===== src/rtl/sha3_seq_pkg.sv =====
// rtl/sha3_seq_pkg.sv - shared state type and constants for the SHA-3 round sequencer
package sha3_seq_pkg;

  typedef enum logic [1:0] {IDLE, RUN, HOLD} seq_state_t;

  localparam int KECCAK_ROUNDS = 24;
  localparam int ROUND_IDX_W   = 5;

endpackage


===== src/rtl/sha3_round_sequencer_if.sv =====
// rtl/sha3_round_sequencer_if.sv - handshake and datapath-control bundle of the round sequencer
interface sha3_round_sequencer_if;
  import sha3_seq_pkg::*;

  logic                   in_valid;
  logic                   in_ready;
  logic                   sample;
  logic                   load;
  logic [ROUND_IDX_W-1:0] round_idx;
  logic                   round_last;
  logic                   result_capture;
  logic                   out_valid;
  logic                   out_ready;
  logic                   busy;
  logic [31:0]            perm_count;
  logic [31:0]            stall_cycles;

  modport slave (
    input  in_valid, out_ready,
    output in_ready, sample, load, round_idx, round_last, result_capture,
           out_valid, busy, perm_count, stall_cycles
  );

  modport master (
    output in_valid, out_ready,
    input  in_ready, sample, load, round_idx, round_last, result_capture,
           out_valid, busy, perm_count, stall_cycles
  );

endinterface


===== src/rtl/sha3_round_timer.sv =====
// rtl/sha3_round_timer.sv - latency down-counter and round counter pacing the round strobes
module sha3_round_timer
  import sha3_seq_pkg::*;
#(
  parameter int ROUNDS        = KECCAK_ROUNDS,
  parameter int ROUND_LATENCY = 2
) (
  input  logic                   clk,
  input  logic                   clear,
  input  logic                   start,
  output logic                   tick,
  output logic [ROUND_IDX_W-1:0] idx,
  output logic                   last,
  output logic                   done
);

  logic                   active;
  logic [3:0]             lat;
  logic [ROUND_IDX_W-1:0] nxt;
  logic                   expired;

  // Round 0 goes out with start itself, so nxt names the next round to issue.
  assign expired = active && (lat == 4'd0);
  assign tick    = expired && (nxt != ROUND_IDX_W'(ROUNDS));
  assign done    = expired && (nxt == ROUND_IDX_W'(ROUNDS));
  assign idx     = nxt;
  assign last    = (nxt == ROUND_IDX_W'(ROUNDS - 1));

  always_ff @(posedge clk) begin
    if (clear) begin
      active <= 1'b0;
      lat    <= 4'd0;
      nxt    <= '0;
    end else if (start) begin
      active <= 1'b1;
      lat    <= 4'(ROUND_LATENCY - 1);
      nxt    <= ROUND_IDX_W'(1);
    end else if (tick) begin
      lat    <= 4'(ROUND_LATENCY - 1);
      nxt    <= nxt + ROUND_IDX_W'(1);
    end else if (done) begin
      active <= 1'b0;
    end else if (active) begin
      lat    <= lat - 4'd1;
    end
  end

endmodule


===== src/rtl/sha3_round_sequencer.sv =====
// rtl/sha3_round_sequencer.sv - Keccak-f[1600] round control FSM; perf counters under SHA3_ROUND_SEQ_PERF_EN
module sha3_round_sequencer
  import sha3_seq_pkg::*;
#(
  parameter int ROUNDS        = KECCAK_ROUNDS,
  parameter int ROUND_LATENCY = 2
) (
  input  logic                   clk,
  input  logic                   rst,
  sha3_round_sequencer_if.slave  bus
);

  seq_state_t             state;
  logic                   start;
  logic                   tick;
  logic                   last;
  logic                   done;
  logic [ROUND_IDX_W-1:0] idx;

  assign bus.in_ready = (state == IDLE) && !rst;
  assign start        = bus.in_valid && bus.in_ready;

  sha3_round_timer #(
    .ROUNDS        (ROUNDS),
    .ROUND_LATENCY (ROUND_LATENCY)
  ) u_timer (
    .clk   (clk),
    .clear (rst),
    .start (start),
    .tick  (tick),
    .idx   (idx),
    .last  (last),
    .done  (done)
  );

  always_ff @(posedge clk) begin
    if (rst) begin
      state              <= IDLE;
      bus.sample         <= 1'b0;
      bus.load           <= 1'b0;
      bus.round_idx      <= '0;
      bus.round_last     <= 1'b0;
      bus.result_capture <= 1'b0;
      bus.out_valid      <= 1'b0;
      bus.busy           <= 1'b0;
    end else begin
      bus.sample         <= 1'b0;
      bus.load           <= 1'b0;
      bus.round_last     <= 1'b0;
      bus.result_capture <= 1'b0;
      case (state)
        IDLE: begin
          if (start) begin
            state          <= RUN;
            bus.busy       <= 1'b1;
            bus.sample     <= 1'b1;
            bus.load       <= 1'b1;
            bus.round_idx  <= '0;
            bus.round_last <= (ROUNDS == 1);
          end
        end
        RUN: begin
          if (tick) begin
            bus.sample     <= 1'b1;
            bus.round_idx  <= idx;
            bus.round_last <= last;
          end
          if (done) begin
            bus.result_capture <= 1'b1;
            state              <= HOLD;
          end
        end
        HOLD: begin
          // out_valid follows the capture cycle so the output register is already loaded
          if (bus.result_capture) begin
            bus.out_valid <= 1'b1;
          end else if (bus.out_valid && bus.out_ready) begin
            bus.out_valid <= 1'b0;
            bus.busy      <= 1'b0;
            state         <= IDLE;
          end
        end
        default: begin
          state <= IDLE;
        end
      endcase
    end
  end

`ifdef SHA3_ROUND_SEQ_PERF_EN
  always_ff @(posedge clk) begin
    if (rst) begin
      bus.perm_count   <= '0;
      bus.stall_cycles <= '0;
    end else begin
      if (bus.out_valid && bus.out_ready) begin
        bus.perm_count <= bus.perm_count + 32'd1;
      end
      if (bus.out_valid && !bus.out_ready) begin
        bus.stall_cycles <= bus.stall_cycles + 32'd1;
      end
    end
  end
`else
  assign bus.perm_count   = '0;
  assign bus.stall_cycles = '0;
`endif

endmodule


===== src/flat_wrapper.sv =====
// flat-port wrapper written by rule: the top's interface ports become plain ports
module sha3_round_sequencer_flat import sha3_seq_pkg::*;
#(
  parameter int ROUNDS        = KECCAK_ROUNDS,
  parameter int ROUND_LATENCY = 2
)
  (clk, rst, bus_in_valid, bus_out_ready, bus_in_ready, bus_sample, bus_load, bus_round_idx, bus_round_last, bus_result_capture, bus_out_valid, bus_busy, bus_perm_count, bus_stall_cycles);
  sha3_round_sequencer_if bus_i ();
  input  logic clk;
  input  logic rst;
  input wire logic [$bits(bus_i.in_valid)-1:0] bus_in_valid;
  input wire logic [$bits(bus_i.out_ready)-1:0] bus_out_ready;
  output wire logic [$bits(bus_i.in_ready)-1:0] bus_in_ready;
  output wire logic [$bits(bus_i.sample)-1:0] bus_sample;
  output wire logic [$bits(bus_i.load)-1:0] bus_load;
  output wire logic [$bits(bus_i.round_idx)-1:0] bus_round_idx;
  output wire logic [$bits(bus_i.round_last)-1:0] bus_round_last;
  output wire logic [$bits(bus_i.result_capture)-1:0] bus_result_capture;
  output wire logic [$bits(bus_i.out_valid)-1:0] bus_out_valid;
  output wire logic [$bits(bus_i.busy)-1:0] bus_busy;
  output wire logic [$bits(bus_i.perm_count)-1:0] bus_perm_count;
  output wire logic [$bits(bus_i.stall_cycles)-1:0] bus_stall_cycles;
  assign bus_i.in_valid = bus_in_valid;
  assign bus_i.out_ready = bus_out_ready;
  assign bus_in_ready = bus_i.in_ready;
  assign bus_sample = bus_i.sample;
  assign bus_load = bus_i.load;
  assign bus_round_idx = bus_i.round_idx;
  assign bus_round_last = bus_i.round_last;
  assign bus_result_capture = bus_i.result_capture;
  assign bus_out_valid = bus_i.out_valid;
  assign bus_busy = bus_i.busy;
  assign bus_perm_count = bus_i.perm_count;
  assign bus_stall_cycles = bus_i.stall_cycles;
  sha3_round_sequencer #(.ROUNDS(ROUNDS), .ROUND_LATENCY(ROUND_LATENCY)) u_core (.clk(clk), .rst(rst), .bus(bus_i));
endmodule

===== config.mk =====
export PLATFORM = sky130hd
export DESIGN_NAME = sha3_round_sequencer_flat
export DESIGN_NICKNAME = d
export VERILOG_FILES = /design/src/rtl/sha3_seq_pkg.sv /design/src/rtl/sha3_round_sequencer_if.sv /design/src/rtl/sha3_round_timer.sv /design/src/rtl/sha3_round_sequencer.sv /design/src/flat_wrapper.sv
export SDC_FILE = /design/constraint.sdc
export NUM_CORES = 1
export LEC_CHECK = 0
export CORE_MARGIN = 2
export CORE_UTILIZATION = 42
export CTS_CLUSTER_DIAMETER = 80
export DETAILED_ROUTE_END_ITERATION = 7
export GPL_TIMING_DRIVEN = 0
export PLACE_DENSITY = 0.87
export REMOVE_ABC_BUFFERS = 1
export SYNTH_ARGS = -nofsm -noshare
export SYNTH_HDL_FRONTEND = slang
export SYNTH_HIERARCHICAL = 1
export SYNTH_SLANG_ARGS = --single-unit
export TNS_END_PERCENT = 5

===== constraint.sdc =====
create_clock -name clk -period 3.3 [get_ports clk]
set_input_delay 0.495 -clock clk [delete_from_list [all_inputs] [get_ports clk]]
set_output_delay 0.495 -clock clk [all_outputs]
set_load 0.01 [all_outputs]

# Yosys cells after proc, flatten, opt, wreduce, memory -nomap -nowiden

Index checks and enable logic that the tools add are counted.

Output and inout bits: 76
Register bits: 23

Add/subtract/negate cells: 2
Equality and inequality tests: 12
Reductions and logical operators: 27
Bitwise operators: 4
Muxes and demuxes: 26

Operators with widths:

| cell                | count |
|---|---|
| $mux 1              | 16 |
| $eq 5x5->1 const B  | 2 |
| $mux 5              | 2 |
| $ne 2x1->1 const B  | 5 |
| $pmux 5 s2          | 1 |
| $reduce_bool 2->1   | 5 |
| $mux 2              | 4 |
| $reduce_and 2->1    | 4 |
| $reduce_and 4->1    | 2 |
| $logic_and 1x1->1   | 6 |
| $pmux 2 s3          | 1 |
| $reduce_or 2->1     | 3 |
| $reduce_or 3->1     | 2 |
| $add 5x1->5 const B | 1 |
| $ne 5x5->1 const B  | 1 |
| $logic_not 4->1     | 1 |
| $not 1->1           | 4 |
| $pmux 1 s2          | 2 |
| $sub 4x1->4 const B | 1 |
| $ne 3x1->1 const B  | 1 |
| $reduce_and 3->1    | 1 |
| $reduce_bool 3->1   | 1 |
| $eq 2x1->1 const B  | 1 |
| $eq 2x2->1 const B  | 1 |
| 3 further kinds     | 3 |

# Logic depth before layout (Yosys ltp)

Gate-level depths: netlist of run 1.

Word-level depth: 6
Gate-level depth with buffers: 8

# Cells and area by module

Netlist of run 1, hierarchy kept.

Modules (own cells, without submodules):

| module               | sequential area each (µm²) | cells an instance | area an instance (µm²) | instances |
|---|---|---|---|---|
| sha3_round_sequencer | 260.2                      | 113               | 974.7                  | 1 |
| sha3_round_timer     | 200.2                      | 62                | 534.3                  | 1 |

# Least setup slack after synthesis of run 1

No wires, ideal clock.

Path kind: input-to-reg
Start point: in rst
End point: reg u_core.u_timer.lat[1]
Cell stages on the path: 7
Arrival: 1.557 ns
Setup slack: 1.626 ns
Required time: 3.183 ns
Path buffers: 2
Cell sequence: or2_1 buf_6 nor2_1 or2_2 clkbuf_1 nor3b_1 a32o_1

Word-level cells in the longest chain between the ends: 4

Ends and longest elaborated chain:

| what                             | line                       | text |
|---|---|---|
| start: declaration               | flat_wrapper.sv:10         | `input logic rst;` |
| $logic_not 1->1                  | sha3_round_sequencer.sv:20 | `assign bus.in_ready = (state == IDLE) && !rst;` |
| $logic_and 1x1->1                | sha3_round_sequencer.sv:20 |  |
| $logic_and 1x1->1                | sha3_round_sequencer.sv:21 | `assign start = bus.in_valid && bus.in_ready;` |
| via u_core.start                 | sha3_round_sequencer.sv:14 | `logic start;` |
| $reduce_or 3->1 (no source line) | -                          |  |
| end signal: assignment           | sha3_round_timer.sv:36     | `lat <= 4'(ROUND_LATENCY - 1);` |
| end signal: assignment           | sha3_round_timer.sv:39     | `lat <= 4'(ROUND_LATENCY - 1);` |
| end signal: assignment           | sha3_round_timer.sv:44     | `lat <= lat - 4'd1;` |
| end: declaration                 | sha3_round_timer.sv:18     | `logic [3:0] lat;` |

The timed path passes the listed nets, and every way through them passes these cells.
A chain may end at the register's enable or synchronous reset.

# Final worst setup path of run 1

Start point: in rst
End point: out bus_in_ready

Word-level cells in the longest chain between the ends: 2

Ends and longest elaborated chain:

| what              | line                       | text |
|---|---|---|
| $logic_not 1->1   | sha3_round_sequencer.sv:20 |  |
| $logic_and 1x1->1 | sha3_round_sequencer.sv:20 |  |
| end: declaration  | flat_wrapper.sv:13         | `output wire logic [$bits(bus_i.in_ready)-1:0] bus_in_ready;` |

No other way between the ends.

==> results.toml, run 1 <==
[logic_synthesis]
synth.top_cell.area_share = 0.3184
synthTopCellsByArea = "buf_4 32%, dfxtp_1 31%, ha_1 3.3%, a21oi_1 3.0%, a22o_1 2.9%"
syn_inst = 175
yosysSeqAreaShare = 0.3051
synth-seq-cells = 23
synth_top_area_cell = "buf_4"
syn_area_per_cell_um2 = 8.623
synth_ff_type = "dfxtp_1"
yosys_warnings = 6
syn_area_um2 = 1509
synth_edf_count = 0
synthArstFlopShare = 0
synthDistinctLibCells = 38

[detailed_routing]
drt_iter0_drc = 48
routedWlPerCell_um = 9.081
viasPerCell = 4.157
dr.pass1.iters = 4
drtAntennaViolNets = 0
drcViolationCount = 0
routed_wl_mm = 2.134
num_vias = 977

[layout]
fin_nets = 198
diodes = 0
syn2layout_area_growth_pct = -2.239
fillers = 353
drive_gt1_frac = 0.05291

[sta]
drv_slew = 0
finalSetupViolations = 0
rsz0062_at_grt = "false"
fin_tns_setup_ns = 0
holdWs_ns = 0.4923
max_freq_mhz = 377.3
final-hold-violation-count = 0
period_share = 0.8031
period_needed_ns = 2.650
fin_skew_ns = 0.007827

[clock_network]
cts_resized = 0
cts_sinks = 23
cts_setup_buffers = 0
root_buffer = "clkbuf_4"
cts_tree = "built"
clk_latency_ns = 0.31
cts_max_path_buffers = 2
ctsHoldBuffers = 0
cts.reportedPaths.clkPinSlew_ns = 0.13
cts_max_level = 1
cts_buffers = 3

[global_routing]
grt_first_pass_wirelength_mm = 3.153
grt_max_degree = 14
grt_pass1_vias = 731
grt-ovfl-total = 0
antenna_found_initial = 0
grt.total_usage = 0.09718

[worst_setup_path]
critPathTopFamily = "buffers and inverters"
slowest_delay_ns = 0.57
crit_path_start_kind = "primary input"
path_class = "primary input to primary output"
rr_startpoint = "u_core/u_timer/lat[0]"
required_ns = 2.80
critPathMostFrequentCell = "clkdlybuf4s50_1"
cp_cell_sequence = "clkdlybuf4s50_1 > or2_1 > nor2_1 > clkdlybuf4s50_1"
end_kind = "primary output"
path_buf_inv = 2
critPathMaxFanout = 10
crit_start = "rst"
worstPathArrival_ns = 2.16
cp_slowest_cell = "clkdlybuf4s50_1"

[power_and_ir_drop]
powerDensity_nw_per_um2 = 350.5
p_sw_mw = 0.1577
combPwrFrac = 0.175
internal_power_mw = 0.3593
power_frac_clock = 0.251
worst_ir_drop_vdd_mv = 0.1932
power_leakage_nw = 0.6469
pwr-share-seq = 0.574
sw_frac_of_total = 0.3050

[hold_path]
min_path_type = "flip-flop to flip-flop"
min_from = "u_core/bus.round_idx[2]"

[run_status]
status = "finished, final reports clean"

[floorplanning]
fp.dieW_um = 63.94
start_util = 0.4452
io_pins = 80
core_area_um2 = 3390
dieArea_um2 = 4088
die_h_um = 63.94
rows = 21

[placement]
dpl.hpwl_mm = 1.683
port_buffers = 15
gp_congestion = 0.7021

[flow_run]
drv_cap = 0
## cell usage after synthesis (all sizes together), types with 2 or more instances
library cell / n
a21oi: 10
a22o: 5
a31oi: 2
and4b: 2
buf: 67
dfxtp: 23
ha: 4
inv: 7
nand2: 5
nand3: 5
nand3b: 2
nor2: 12
nor2b: 2
o21ai: 9
or2: 2
or3: 3
## worst paths after layout
| path | endpoint | cells after the start | slack (ns) |
|---|---|---|---|
| hold / removal | u_core/bus.round_idx[2] | 1 | 0.49 |
| hold reg to reg | u_core/bus.round_idx[2] | 1 | 0.49 |
| setup reg to reg | u_core/bus.round_idx[0] | 7 | 1.37 |
| setup / recovery | bus_in_ready | 4 | 0.65 |
## placed cells by master (no fill, tap or decap), types with 2 or more instances in the layout
cell type	netlist	routed
conb_1	1	64
dfxtp_1	23	23
clkdlybuf4s50_1	0	15
nor2_1	11	11
a21oi_1	9	9
o21ai_0	8	8
inv_1	7	7
nand2_1	5	5
a22o_1	5	5
nand3_1	5	5
ha_1	4	4
clkbuf_4	0	3
or3_1	3	3
nor2b_1	2	2
nand3b_1	2	2
a31oi_1	2	2
## registers in the layout, indices dropped and copies added, names as in the netlist, 2 cells and up
name                  count
u_core/u_timer/idx        5
u_core/state              2
u_core/u_timer/lat        4
u_core/bus.round_idx      5
## routing by layer
metal  global-route usage  up-vias  routed length, um
met4              0.01630        0                  0
li1                     -      486                  -
met3              0.04225        0                188
met1               0.1174      442                908
met2               0.1615       49               1037
met5                    0        -                  0
## cells by family after synthesis
group                      share of synthesized area
DFF                                           0.3051
muxes                                        0.01658
AOI/OAI and AO/OA                             0.1211
and+or+nand+nor                               0.1692
other                                       0.002485
adders and majority gates                    0.03317
buffers and inverters                         0.3524
## final cells by class
cell class	count	area, um2	share of cell area
clock buffers	3	22.52	0.01527
clock inverters	1	5.005	0.003393
inverters	7	26.28	0.01781
multi-input cells	140	753.2	0.5106
flip-flops and latches	23	460.4	0.3121
well taps	46	57.56	0.03902
repair buffers	15	150.1	0.1018
## metrics by stage
step	area, um2	power, mW	instances	utilization	worst slack [ns]
after floorplan	1240	0.3694	170	-	1.695
after global placement	1448	0.3888	231	0.4271	0.6307
after detailed placement	1448	0.3921	231	0.4271	0.6448
after CTS	1475	0.5223	235	0.4352	0.6441
after global routing	1475	0.5508	235	0.4352	0.5697
final	1475	0.5170	235	0.4352	0.6499
## power by group through the flow
| stage | logic, mW | registers (mW) | clock network (mW) |
|---|---|---|---|
| floorplan | 0.0677 | 0.302 | 0 |
| global placement | 0.0867 | 0.302 | 0 |
| detailed placement | 0.0893 | 0.303 | 0 |
| CTS | 0.0895 | 0.297 | 0.136 |
| global route | 0.101 | 0.299 | 0.151 |
| finish | 0.0905 | 0.297 | 0.130 |
No activity file was read; power rests on OpenSTA's default activity.
==> run 2, diff against run 1 <==
Settings changed: CORE_UTILIZATION 42 to 35, PLACE_DENSITY 0.87 to 0.78.
Clock period 3.3 ns to 2.2 ns, I/O delays scaled along.
==> results.toml, run 2 (same netlist as run 1, synthesis figures left out) <==
[global_routing]
grt_first_pass_wirelength_mm = 3.415
grt_pass1_vias = 783
grt_max_degree = 14
antenna_found_initial = 0
grt-ovfl-total = 0
grt.total_usage = 0.08597

[sta]
final-hold-violation-count = 0
finalSetupViolations = 0
rsz0062_at_grt = "false"
fin_skew_ns = 0.006741
fin_tns_setup_ns = 0
period_needed_ns = 1.965
period_share = 0.8934
drv_slew = 0
max_freq_mhz = 508.8

[detailed_routing]
routed_wl_mm = 2.173
drt_iter0_drc = 49
drtAntennaViolNets = 0
viasPerCell = 4.159
num_vias = 994
routedWlPerCell_um = 9.092
dr.pass1.iters = 4
drcViolationCount = 0

[floorplanning]
dieArea_um2 = 4853
die_h_um = 69.66
io_pins = 80
core_area_um2 = 4086
fp.dieW_um = 69.66
start_util = 0.3693
rows = 23

[clock_network]
cts_setup_buffers = 0
cts_buffers = 3
ctsHoldBuffers = 0
cts_sinks = 23
clk_latency_ns = 0.27
cts.reportedPaths.clkPinSlew_ns = 0.08
root_buffer = "clkbuf_8"
cts_tree = "built"
cts_max_path_buffers = 2
cts_resized = 2
cts_max_level = 1

[placement]
port_buffers = 15
dpl_cell_area_um2 = 1453
gp_congestion = 0.8272
dpl.hpwl_mm = 1.661
placed_cells = 235

[layout]
drive_gt1_frac = 0.05820
fin_nets = 198
fin_area_um2 = 1500
diodes = 0
layout_commonest_cell = "conb_1"
final_cell_mix = "64 x conb_1, 23 x dfxtp_1, 14 x clkdlybuf4s50_1"
fin_cells = 239
syn2layout_area_growth_pct = -0.5803
fillers = 431

[worst_setup_path]
crit_path_start_kind = "primary input"
worstRegToRegCells = 7
end_kind = "primary output"
required_ns = 1.87
worstPathArrival_ns = 1.64
critPathMaxFanout = 10
path_class = "primary input to primary output"

[hold_path]
worstHoldPathCells = 1
min_path_type = "flip-flop to flip-flop"

[power_and_ir_drop]
worst_ir_drop_vdd_mv = 0.3403
internal_power_mw = 0.5971
powerDensity_nw_per_um2 = 559.8
combPwrFrac = 0.161
power_leakage_nw = 0.6573
sw_frac_of_total = 0.2889
p_sw_mw = 0.2426
pwr-share-seq = 0.529
power_frac_clock = 0.310

[flow_run]
drv_cap = 0

[run_status]
status = "finished, final reports clean"
## run 2: cell types whose count changed in the layout (fill, tap and decap cells not counted)
cell	before	now
clkbuf_8	0	3
or2_1	1	0
clkbuf_4	3	0
or2_4	0	1
dlygate4sd2_1	0	1
clkdlybuf4s50_1	15	14
## run 2: worst paths after layout
path / startpoint / end / slack [ns]
hold reg to reg: u_core/bus.round_idx[0] / u_core/bus.round_idx[0] / 0.48
setup reg to reg: u_core/u_timer/lat[0] / u_core/bus.round_idx[1] / 0.30
hold / removal: u_core/bus.round_idx[0] / u_core/bus.round_idx[0] / 0.48
setup / recovery: rst / bus_in_ready / 0.23
## run 2: power by group through the flow
stage	registers [mW]	logic (mW)	clock network (mW)
2_1_floorplan	0.453	0.102	0
3_3_place_gp	0.453	0.131	0
3_5_place_dp	0.454	0.133	0
4_1_cts	0.444	0.134	0.270
5_1_grt	0.446	0.151	0.289
6_report	0.444	0.135	0.260
## run 2: critical path, cell delays in order
cell and delay [ns]:
dlygate4sd2_1 0.34, or2_4 0.32, nor2_1 0.10, clkdlybuf4s50_1 0.54
## run 2: layer usage
metal	up-vias	GRT usage	part of all wire
met3	2	0.03779	0.12
met5	-	0	0
met1	445	0.1103	0.43
li1	486	-	-
met2	61	0.1303	0.45
met4	0	0.02564	0.0037
## run 2: area by class of cell
cell class | instances | area, um2 | area share
clock inverters | 1 | 5.005 | 0.003336
well taps | 50 | 62.56 | 0.04170
repair buffers | 15 | 148.9 | 0.09925
inverters | 7 | 26.28 | 0.01751
flip-flops and latches | 23 | 460.4 | 0.3069
multi-input cells | 140 | 755.7 | 0.5038
clock buffers | 3 | 41.29 | 0.02752
## run 2: through the flow
| stage | power, mW | util | hold WS (ns) | worst slack (ns) |
|---|---|---|---|---|
| 2_1_floorplan | 0.5540 | - | 0.3991 | 0.5950 |
| 3_3_place_gp | 0.5841 | 0.3555 | 0.4588 | -0.1506 |
| 3_5_place_dp | 0.5871 | 0.3555 | 0.4609 | -0.1538 |
| 4_1_cts | 0.8478 | 0.3671 | 0.4810 | 0.2248 |
| 5_1_grt | 0.8868 | 0.3671 | 0.5158 | 0.1733 |
| 6_report | 0.8397 | 0.3671 | 0.4832 | 0.2346 |
==> run 3, diff against run 2 <==
Settings changed: CORE_UTILIZATION 35 to 36, GPL_TIMING_DRIVEN 0 to unset, PLACE_DENSITY 0.78 to 0.79, SYNTH_HIERARCHICAL 1 to unset.
==> results.toml, run 3 <==
[run_status]
status = "finished, final reports clean"

[logic_synthesis]
synthTopCellsByArea = "buf_4 31%, dfxtp_1 30%, a21oi_1 3.3%, ha_1 3.3%, o21ai_0 2.9%"
yosysSeqAreaShare = 0.3014
synth_edf_count = 0
synth-seq-cells = 23
synthDistinctLibCells = 34
yosys_warnings = 0
synth.top_cell.area_share = 0.3145
syn_area_um2 = 1528
synth_common_cells = "64 x buf_4, 23 x dfxtp_1, 10 x a21oi_1"
synth.most_common_cell = "buf_4"
synthArstFlopShare = 0
synth_top_area_cell = "buf_4"
syn_inst = 182
synth_ff_type = "dfxtp_1"
syn_area_per_cell_um2 = 8.394

[clock_network]
cts.reportedPaths.clkPinSlew_ns = 0.08
cts_setup_buffers = 0
cts_max_path_buffers = 2
clk_latency_ns = 0.27
cts_tree = "built"
ctsHoldBuffers = 0
root_buffer = "clkbuf_8"
cts_sinks = 23
cts_buffers = 3
cts_max_level = 1
cts_resized = 0

[sta]
drv_slew = 0
max_freq_mhz = 541.4
fin_skew_ns = 0.003450
period_share = 0.8395
period_needed_ns = 1.847
rsz0062_at_grt = "false"
finalSetupViolations = 0
fin_tns_setup_ns = 0
final-hold-violation-count = 0

[layout]
final_cell_mix = "64 x conb_1, 23 x dfxtp_1, 15 x clkdlybuf4s50_1"
drive_gt1_frac = 0.06061
diodes = 0
fin_cells = 248
layout_commonest_cell = "conb_1"
fin_nets = 207
syn2layout_area_growth_pct = 0.6549

[global_routing]
grt.total_usage = 0.09570
grt_first_pass_wirelength_mm = 3.788
grt_pass1_vias = 812
grt_max_degree = 18
grt-ovfl-total = 0
antenna_found_initial = 0

[detailed_routing]
dr.pass1.iters = 4
drcViolationCount = 0
met3_length_um = 178
drtAntennaViolNets = 0
drt_iter0_drc = 43
routed_wl_mm = 2.433
num_vias = 1044
dr.max_layer_used = "met4"
dr_wl_met2_mm = 1.108
viasPerCell = 4.210
routedWlPerCell_um = 9.810
wl_met1_mm = 1.116

[placement]
port_buffers = 15
placed_cells = 244
dpl.hpwl_mm = 1.817
gp_congestion = 0.7713

[floorplanning]
core_area_um2 = 4029
dieArea_um2 = 4781
die_h_um = 69.15
fp.dieW_um = 69.15
io_pins = 80
start_util = 0.3792
rows = 23

[worst_setup_path]
rr_startpoint = "u_core.u_timer.idx[0]"
cp_slowest_cell = "clkdlybuf4s50_1"
end_kind = "primary output"
r2r_slack_ns = 0.48
slowest_delay_ns = 0.58
timing.rr.end = "u_core.u_timer.idx[2]"
worstRegToRegCells = 5
crit_path_start_kind = "primary input"
cp_cell_sequence = "clkdlybuf4s50_1 > nor3_1 > clkdlybuf4s50_1"
worstPathArrival_ns = 1.52
required_ns = 1.87
critPathMostFrequentCell = "clkdlybuf4s50_1"
critPathMaxFanout = 2
path_class = "primary input to primary output"

[power_and_ir_drop]
worst_ir_drop_vdd_mv = 0.4430
p_total_mw = 0.8896
powerDensity_nw_per_um2 = 578.5
power_leakage_nw = 0.6486

[hold_path]
hold_end = "u_core.bus.round_idx[0]"
worstHoldPathCells = 1
min_from = "u_core.bus.round_idx[0]"
min_path_type = "flip-flop to flip-flop"

[flow_run]
drv_cap = 0
==> run 3: report_power, final <==
group | total (mW) | switching (mW) | internal, mW | leakage, nW
registers | 0.452 | 0.0184 | 0.434 | 0.187
clock network | 0.262 | 0.136 | 0.127 | 0.0255
logic | 0.175 | 0.118 | 0.0576 | 0.436
==> run 3: worst max-delay path, delay by kind of cell <==
| kind | cells | cell delay [ns] |
|---|---|---|
| buffers and inverters | 2 | 1.00 |
| and+or+nand+nor | 1 | 0.19 |
==> run 3: kinds of logic after synthesis <==
family / synth area share
other: 0.002455
adders and majority gates: 0.03276
DFF: 0.3014
AOI/OAI and AO/OA: 0.1310
and+or+nand+nor: 0.1785
muxes: 0.006552
buffers and inverters: 0.3473
==> run 3: worst max-delay path by stage <==
| stage | start | to | slack (ns) | depth (start not counted) |
|---|---|---|---|---|
| 2_1_floorplan | u_core.u_timer.lat[0] | u_core.bus.round_idx[0] | 0.26 | 5 |
| 3_3_place_gp | rst | bus_in_ready | 0.35 | 3 |
| 3_5_place_dp | rst | bus_in_ready | 0.34 | 3 |
| 4_1_cts | rst | bus_in_ready | 0.34 | 3 |
| 5_1_grt | u_core.u_timer.lat[0] | u_core.bus.round_idx[3] | 0.26 | 5 |
| 6_report | rst | bus_in_ready | 0.35 | 3 |
==> run 3: metal layers <==
layer	up-vias	track usage
met5	-	0
met4	0	0.04357
met3	4	0.02924
met2	42	0.1432
met1	474	0.1259
li1	524	-
==> run 3: stage by stage <==
| stage | cell area [um2] | setup slack (ns) | util | hold slack [ns] |
|---|---|---|---|---|
| 3_5_place_dp | 1491 | 0.3431 | 0.3702 | 0.4727 |
| 5_1_grt | 1538 | 0.2625 | 0.3817 | 0.5186 |
| 6_report | 1538 | 0.3530 | 0.3817 | 0.4907 |
| 2_1_floorplan | 1256 | 0.2559 | - | 0.3991 |
| 4_1_cts | 1538 | 0.3366 | 0.3817 | 0.4933 |
| 3_3_place_gp | 1491 | 0.3452 | 0.3702 | 0.4722 |
==> run 3: layout make-up <==
class / count / area, um2
Fill cell: 419 / 2491
Timing Repair Buffer: 18 / 172.7
Sequential cell: 23 / 460.4
Multi-Input combinational cell: 147 / 773.2
Tap cell: 50 / 62.56
Clock inverter: 1 / 5.005
Clock buffer: 3 / 41.29
Inverter: 6 / 22.52
